--- src/rtl/scram_page_ctrl.sv ---
// scram_page_ctrl: page-level sequencer in front of the 16-bit NAND data
// scrambler. It reseeds the scrambler at each page start, pulls PAGE_WORDS
// words from the write buffer, and issues one scrambler advance per accepted
// word. It then holds each scrambled word in a one-entry output slot and
// delivers it to the flash bus with valid/ready, last-word marking and
// backpressure.
module scram_page_ctrl #(
  parameter int PAGE_WORDS = 4096,
  parameter int CNT_W      = 13
) (
  input  logic        clk,
  input  logic        rst_n,
  input  logic        page_start,
  input  logic        abort,
  input  logic [15:0] in_data,
  input  logic        in_valid,
  output logic        in_ready,
  output logic [15:0] scr_data_in,
  output logic        scr_en,
  output logic        scr_rst,
  input  logic [15:0] scr_data_out,
  output logic [15:0] out_data,
  output logic        out_valid,
  input  logic        out_ready,
  output logic        out_last,
  output logic        busy,
  output logic        page_done
);

  typedef enum logic [2:0] {
    IDLE  = 3'd0,
    SEED  = 3'd1,
    RUN   = 3'd2,
    DRAIN = 3'd3,
    DONE  = 3'd4
  } state_t;

  // in_cnt needs one extra bit: it has to hold PAGE_WORDS itself, and that
  // value may equal 2^CNT_W.
  localparam logic [CNT_W:0]   IN_FULL  = (CNT_W+1)'(PAGE_WORDS);
  localparam logic [CNT_W:0]   IN_LAST  = (CNT_W+1)'(PAGE_WORDS - 1);
  localparam logic [CNT_W-1:0] OUT_LAST = CNT_W'(PAGE_WORDS - 1);

  state_t           state;
  state_t           state_nxt;
  logic [CNT_W:0]   in_cnt;
  logic [CNT_W-1:0] out_cnt;
  logic             out_valid_q;
  logic             abort_q;
  logic             out_accept;
  logic             slot_free;

  // The scrambler data path is pure wiring: the word goes in and comes back
  // unregistered on this side.
  assign scr_data_in = in_data;
  assign out_data    = scr_data_out;

  // Handshake decode. The output slot can take a new word when it is empty
  // or is being emptied downstream in the same cycle.
  assign out_valid  = out_valid_q;
  assign out_accept = out_valid_q && out_ready;
  assign slot_free  = !out_valid_q || out_ready;
  assign in_ready   = (state == RUN) && (in_cnt < IN_FULL) && slot_free;
  assign scr_en     = in_valid && in_ready;
  assign out_last   = out_valid_q && (out_cnt == OUT_LAST);

  // Status and scrambler reseed. Reseed happens on SEED and also in the
  // cycle after an abort, so that an abandoned page never leaks LFSR state.
  assign scr_rst   = (state == SEED) || abort_q;
  assign busy      = (state != IDLE);
  assign page_done = (state == DONE);

  // State register.
  always_ff @(posedge clk or negedge rst_n) begin
    if (!rst_n) begin
      state <= IDLE;
    end else begin
      // NOTE: clocked state uses non-blocking assignments so that every
      // register samples values from before the edge, whatever the block order.
      state <= state_nxt;
    end
  end

  // Next-state logic. abort overrides every transition, including page_start.
  always_comb begin
    // NOTE: default first, so that no path through the case leaves state_nxt
    // unassigned. A missing default would infer a latch.
    state_nxt = state;
    unique case (state)
      IDLE:    if (page_start) state_nxt = SEED;
      SEED:    state_nxt = RUN;
      RUN:     if (scr_en && (in_cnt == IN_LAST)) state_nxt = DRAIN;
      DRAIN:   if (out_accept && out_last) state_nxt = DONE;
      DONE:    state_nxt = IDLE;
      default: state_nxt = IDLE;
    endcase
    if (abort) state_nxt = IDLE;
  end

  // Word counters. They are held at zero while idle or aborting. They
  // saturate and never wrap: in_cnt stops at PAGE_WORDS because in_ready
  // drops there, and out_cnt stops at PAGE_WORDS-1.
  always_ff @(posedge clk or negedge rst_n) begin
    if (!rst_n) begin
      in_cnt  <= '0;
      out_cnt <= '0;
    end else if (abort || (state == IDLE)) begin
      in_cnt  <= '0;
      out_cnt <= '0;
    end else begin
      if (scr_en) in_cnt <= in_cnt + 1'b1;
      if (out_accept && (out_cnt != OUT_LAST)) out_cnt <= out_cnt + 1'b1;
    end
  end

  // One-entry output slot. The scrambler answers one cycle after scr_en, so
  // the slot becomes valid then. A drain and a new advance in the same cycle
  // keep the slot full.
  always_ff @(posedge clk or negedge rst_n) begin
    if (!rst_n) begin
      out_valid_q <= 1'b0;
    end else if (abort) begin
      out_valid_q <= 1'b0;
    end else if (scr_en) begin
      out_valid_q <= 1'b1;
    end else if (out_accept) begin
      out_valid_q <= 1'b0;
    end
  end

  // Delayed abort, which produces the reseed pulse in the cycle after an abort.
  always_ff @(posedge clk or negedge rst_n) begin
    if (!rst_n) begin
      abort_q <= 1'b0;
    end else begin
      abort_q <= abort;
    end
  end

endmodule

--- config.mk ---
export PLATFORM = sky130hd
export DESIGN_NAME = scram_page_ctrl
export DESIGN_NICKNAME = d
export VERILOG_FILES = /design/src/rtl/scram_page_ctrl.sv
export SDC_FILE = /design/constraint.sdc
export NUM_CORES = 1
export LEC_CHECK = 0
export ABC_CLOCK_PERIOD_IN_PS = 2200
export BUFFER_PORTS_ARGS = -buffer_cell sky130_fd_sc_hd__buf_2
export CORE_MARGIN = 5
export CORE_UTILIZATION = 45
export DETAILED_ROUTE_END_ITERATION = 10
export GPL_ROUTABILITY_DRIVEN = 1
export PLACE_DENSITY = 0.73
export REMOVE_ABC_BUFFERS = 1
export SETUP_SLACK_MARGIN = 0.15
export SLEW_MARGIN = 20
export SYNTH_ARGS = -nofsm -noshare
export SYNTH_HDL_FRONTEND = slang
export SYNTH_SLANG_ARGS = --single-unit
--- constraint.sdc ---
create_clock -name clk -period 2.2 [get_ports clk]
set_input_delay 0.33 -clock clk [delete_from_list [all_inputs] [get_ports clk]]
set_output_delay 0.33 -clock clk [all_outputs]
set_load 0.005 [all_outputs]
==> results of run 1 <==
-- power groups by stage --
stage	Clock (W)	Sequential, W	Combinational (W)
after floorplan	0	0.000611	0.0000406
after global placement	0	0.000613	0.0000788
after detailed placement	0	0.000613	0.0000790
after CTS	0.000566	0.000602	0.0000793
after global routing	0.000596	0.000604	0.0000879
final	0.000556	0.000602	0.0000781
-- metal layers --
layer / vias to the layer above / share of wire, % / global-route usage [%]
met5: - / 1.1 / 11.8
met4: 2 / 1.4 / 5.07
met3: 7 / 13 / 12.5
met2: 69 / 41 / 23.0
met1: 771 / 44 / 24.6
li1: 732 / - / -
-- what timing repair did --
action                                  4_1_cts  5_1_grt
cloned                                        0        0
buffers inserted                              1        0
endpoints found under the setup margin        1        6
resized for setup                             1        2
pin swaps                                     1        0
-- cells by family (layout without fill, tap and decap cells) --
logic type | after synthesis | count (layout) | synth area share (%)
AO/OA/AOI/OAI | 46 | 46 | 14.2
XOR/XNOR | 1 | 1 | 0.435
adder cells (fa/ha/maj) | 2 | 2 | 1.24
buffers and inverters | 39 | 26 | 13.5
flip-flops | 32 | 32 | 39.8
multiplexers | 1 | 1 | 0.559
AND/OR/NAND/NOR | 91 | 91 | 30.3
-- area by class of cell --
class	instances	area, um^2	share of cell area (%)
Multi-Input combinational cell	141	953	47.2
Clock buffer	6	72.6	3.59
Sequential cell	32	801	39.6
Inverter	3	11.3	0.557
Clock inverter	2	35.0	1.73
Tap cell	52	65.1	3.22
Timing Repair Buffer	15	82.6	4.09
-- registers in the layout (all words and copies together) (netlist names) --
name,cells
state,3
out_cnt,13
abort_q,1
out_valid,1
in_cnt,14
-- placed cells by master (no fill, tap or decap), types with 2 or more instances in the layout --
cell	instances
o21ai_0	4
o31ai_1	13
or4_1	13
nand2b_1	2
a31oi_1	2
and2_1	5
nor3_2	2
dfrtp_1	32
buf_2	12
nand4_1	5
clkbuf_8	5
and4_1	2
nand2_1	13
nor2_1	9
inv_1	3
o211ai_1	3
a21oi_1	19
nand3_1	12
nand3_2	2
buf_4	3
nor4_4	2
nor3_1	3
and3_1	4
or3_1	4
-- metrics by stage --
stage | total power [W] | utilization (%) | worst slack [ps]
floorplan | 0.000652 | - | 514
global placement | 0.000692 | 43.5 | 386
detailed placement | 0.000692 | 43.5 | 289
CTS | 0.00125 | 46.2 | 194
global route | 0.00129 | 46.4 | 97.8
finish | 0.00124 | 46.4 | 211
-- synth_stat cells, types with 2 or more instances --
cell type  number  area (um^2)
o211ai_1        3         22.5
nand2_1        13         48.8
nor4_4          2         42.5
and4_1          2         17.5
or3_1           4         25.0
or4_1          13         97.6
nor3_2          2         20.0
nand2b_1        2         12.5
and3_1          4         25.0
a31oi_1         2         12.5
nand4_1         5         31.3
a21oi_1        19         95.1
o31ai_1        13         97.6
ha_1            2         25.0
nor2_1          9         33.8
buf_2           4         20.0
and2_1          5         31.3
buf_4          32          240
dfrtp_1        32          801
o21ai_0         4         20.0
inv_1           3         11.3
nand3_1        14         70.1
nor3_1          3         15.0
-- final timing paths --
path	from	end	cells after the start
max	out_cnt[1]$_DFFE_PN0P_	out_last	5
min reg2reg	in_cnt[13]$_DFFE_PN0P_	in_cnt[13]$_DFFE_PN0P_	1
min	rst_n	in_cnt[3]$_DFFE_PN0P_	1
max in group asynchronous	rst_n	out_cnt[10]$_DFFE_PN0P_	1
min in group clk	abort	abort_q$_DFF_PN0_	1
max reg2reg	state[0]$_DFFE_PN0P_	in_cnt[9]$_DFFE_PN0P_	4
-- critical path, cell delays in order, from the launching register on --
cell	delay (ps)
dfrtp_1	380
ha_2	230
nand3_2	130
nor4_4	360
and2_1	170
buf_2	100
==> impl_metrics.yaml, run 1 <==
run_status:
  status: "finished, final reports clean"
synth:
  synth_ff_type: "dfrtp_1"
  synth_edf_count: 0
  synth_area_mm2: 0.00201
  yosysWarnings: 0
  synth-seq-cells: 32
  synth.distinct_cells: 43
  synthArstFlopShare_pct: 100
  netlist_instances: 212
  ys_seq_area_share_pct: 39.8
  avgSynthCellArea_um2: 9.50
routing:
  wl_um: 5110
  first_iter_violations: 110
  first_pass_iters: 4
  drcViolationCount: 0
  vias: 1581
  ant_nets: 0
  wl_per_cell_um: 20.3
  avgViaCountPerCell: 6.30
placement:
  place.gp.congestion: 0.748
  io_buffers: 12
  dp_hpwl_um: 3690
  dp_cells: 242
  place_area_mm2: 0.00189
critical_path:
  worstPathArrival_ps: 1660
  crit_type: "reg -> out"
  start_kind: "flop"
  reg2reg_slack_ps: 380
  crit_required_ps: 1870
  cp_max_fo: 4
  critPathCaptureType: "output pin"
clock_network:
  clockRootBuffer: "clkbuf_8"
  cts_hold_repair.buffers: 0
  cts.sinks: 32
  cts_max_level: 2
  numCtsBuffers: 5
  cts.reportedPaths.clkPinSlew_ps: 70
  clock_path_buffers: 2
  tritoncts: "yes"
  clock_latency_ps: 280
global_routing:
  first_global_vias: 1540
  grt_max_degree: 33
  antenna_found_initial: 0
  grt_usage_pct: 18.5
  overflow: 0
  grt_pass1_wl_um: 8580
power_and_ir_drop:
  p_comb_share_pct: 6.3
  switching_share_pct: 22.6
  switching_power_w: 0.000279
  p_int_w: 0.000956
  p_leak_nw: 0.825
  clkPwrFrac_pct: 45.0
  power_frac_seq_pct: 48.7
  pwr_density_cell_mw_per_mm2: 612
  ir_drop_mv: 0.323
cells_and_area:
  stdcell_count: 251
  stdcell_area_mm2: 0.00202
  nFillCells: 408
  diodes: 0
  syn_to_final_growth_pct: 0.373
  layout.nets: 238
  drive_gt1_share_pct: 19.1
die:
  die_x_um: 76.9
  die_area_mm2: 0.00591
  row_count: 24
  die-height_um: 76.9
  ioPinCount: 77
  start_util_pct: 46.2
  coreArea_mm2: 0.00435
timing:
  hold_viol: 0
  fmax_ghz: 0.503
  whs_ps: 101
  rsz0062_at_grt: "yes"
  worst_pin_slew_ps: 719
  finalCritPeriodShare_pct: 90.4
  period_minus_slack_ps: 1990
  setup-violations-final: 0
  setup_tns_ps: 0
  fin_skew_ps: 5.47
  relSlewSlack_pct: 52.1
  drv_slew: 0
hold_path:
  hp-class: "in -> async"
job:
  drv_cap: 0
(Power assumes the default switching activity.)
==> run 2: changes to the inputs <==
Settings changed: CORE_UTILIZATION 45 to 49, PLACE_DENSITY 0.73 to 0.79.
==> run 2 against run 1 <==
Compared with the run above:
- flip-flop and latch count did not move
- sequential power barely moved
- routed wire length down 2.3%
- critical endpoint unchanged
- non-clock buffer count rose by 2
- highest routed layer unchanged
- critical path type unchanged
==> impl_metrics.yaml, run 2 (same netlist as run 1, synthesis figures left out) <==
critical_path:
  start_kind: "flop"
  worstPathArrival_ps: 1530
  crit_type: "reg -> out"
  critPathCaptureType: "output pin"
  crit_required_ps: 1870
  cp_max_fo: 7
power_and_ir_drop:
  p_comb_share_pct: 6.9
  power_frac_seq_pct: 52.4
  pwr_density_cell_mw_per_mm2: 571
  p_int_w: 0.000872
  p_leak_nw: 0.830
  switching_power_w: 0.000278
  clkPwrFrac_pct: 40.7
  switching_share_pct: 24.2
  ir_drop_mv: 0.426
die:
  die_x_um: 74.1
  die-height_um: 74.1
  row_count: 23
  die_area_mm2: 0.00549
  start_util_pct: 50.3
  ioPinCount: 77
  coreArea_mm2: 0.00400
global_routing:
  first_global_vias: 1434
  antenna_found_initial: 0
  grt_pass1_wl_um: 7870
  grt_max_degree: 33
  grt_usage_pct: 19.7
  overflow: 0
placement:
  dp_hpwl_um: 3620
  place.gp.congestion: 0.785
  post-place-ws_ps: 414
  io_buffers: 12
clock_network:
  numCtsBuffers: 5
  cts.sinks: 32
  clock_latency_ps: 290
  tritoncts: "yes"
  clockRootBuffer: "clkbuf_8"
  cts_max_level: 2
  cts.reportedPaths.clkPinSlew_ps: 70
  clock_path_buffers: 2
timing:
  relSlewSlack_pct: 52.7
  setup_tns_ps: 0
  rsz0062_at_grt: "no"
  period_minus_slack_ps: 1860
  fin_skew_ps: 6.26
  fmax_ghz: 0.537
  setup-violations-final: 0
  drv_slew: 0
  finalCritPeriodShare_pct: 84.6
  final.setup.worst_slack_ps: 339
  worst_pin_slew_ps: 710
  hold_viol: 0
cells_and_area:
  layout_common_cells: "dfrtp_1 (32), a21oi_1 (19)"
  diodes: 0
  largest_register_ff_count: 14
  syn_to_final_growth_pct: -0.0000497
  drive_gt1_share_pct: 19.9
  final_common_cell: "dfrtp_1"
  layout.nets: 240
  regMostFlops: "in_cnt"
  nFillCells: 378
  top_regs: "in_cnt (14), out_cnt (13), state (3)"
routing:
  vias: 1591
  first_pass_iters: 4
  drcViolationCount: 0
  wl_um: 4990
  first_iter_violations: 41
  ant_nets: 0
  wl_per_cell_um: 19.9
  avgViaCountPerCell: 6.34
job:
  drv_cap: 0
hold_path:
  hp-class: "in -> async"
run_status:
  status: "finished, final reports clean"
==> run 2: area by class of cell <==
cell class | count | area, um^2 | share of cell area (%)
Inverter | 3 | 11.3 | 0.559
Sequential cell | 32 | 801 | 39.8
Tap cell | 50 | 62.6 | 3.11
Clock buffer | 6 | 82.6 | 4.10
Multi-Input combinational cell | 141 | 948 | 47.1
Timing Repair Buffer | 17 | 97.6 | 4.85
Clock inverter | 2 | 10.0 | 0.497
==> run 2: path summary, 6_finish.rpt <==
kind	start	to	slack [ps]	cells after the start
max	out_cnt[4]$_DFFE_PN0P_	out_last	340	4
min	rst_n	in_cnt[7]$_DFFE_PN0P_	90	1
max reg2reg	state[0]$_DFFE_PN0P_	in_cnt[8]$_DFFE_PN0P_	390	4
min reg2reg	in_cnt[13]$_DFFE_PN0P_	in_cnt[13]$_DFFE_PN0P_	490	1
max in group asynchronous	rst_n	out_cnt[11]$_DFFE_PN0P_	1650	1
min in group clk	abort	abort_q$_DFF_PN0_	230	1
==> run 2: per-stage QoR <==
stage	hold WS (ps)	total power (W)	area (um^2)	util [%]	cells
after floorplan	34.4	0.000652	1750	-	176
after global placement	416	0.000692	1910	47.6	242
after detailed placement	428	0.000693	1910	47.6	242
after CTS	117	0.00116	2010	50.3	251
after global routing	155	0.00119	2010	50.3	251
final	87.0	0.00115	2010	50.3	251
==> run 2: power by group through the flow <==
stage / clock [W] / sequential (W) / combinational, W
2_1_floorplan: 0 / 0.000611 / 0.0000406
3_3_place_gp: 0 / 0.000612 / 0.0000801
3_5_place_dp: 0 / 0.000613 / 0.0000807
4_1_cts: 0.000476 / 0.000601 / 0.0000809
5_1_grt: 0.000498 / 0.000603 / 0.0000896
6_report: 0.000468 / 0.000602 / 0.0000796
==> run 2: critical path, cell delays in order, from the launching register on <==
cell	delay, ps
dfrtp_1	460
nand4_2	180
nor4_4	340
and2_1	160
buf_2	100
==> run 2: what timing repair did <==
item / in CTS / in global routing
gates resized for setup: 1 / 1
hold buffers: 0 / 0
pin swaps: 1 / 1
endpoints found under the setup margin: 1 / 1
setup buffers: 1 / 0
==> run 2: metal layers <==
layer	routed length (um)	vias to the layer above	global-route usage, %
met3	602	6	14.1
li1	-	743	-
met4	68	2	6.44
met5	57	-	12.0
met2	2020	58	25.4
met1	2240	782	24.7
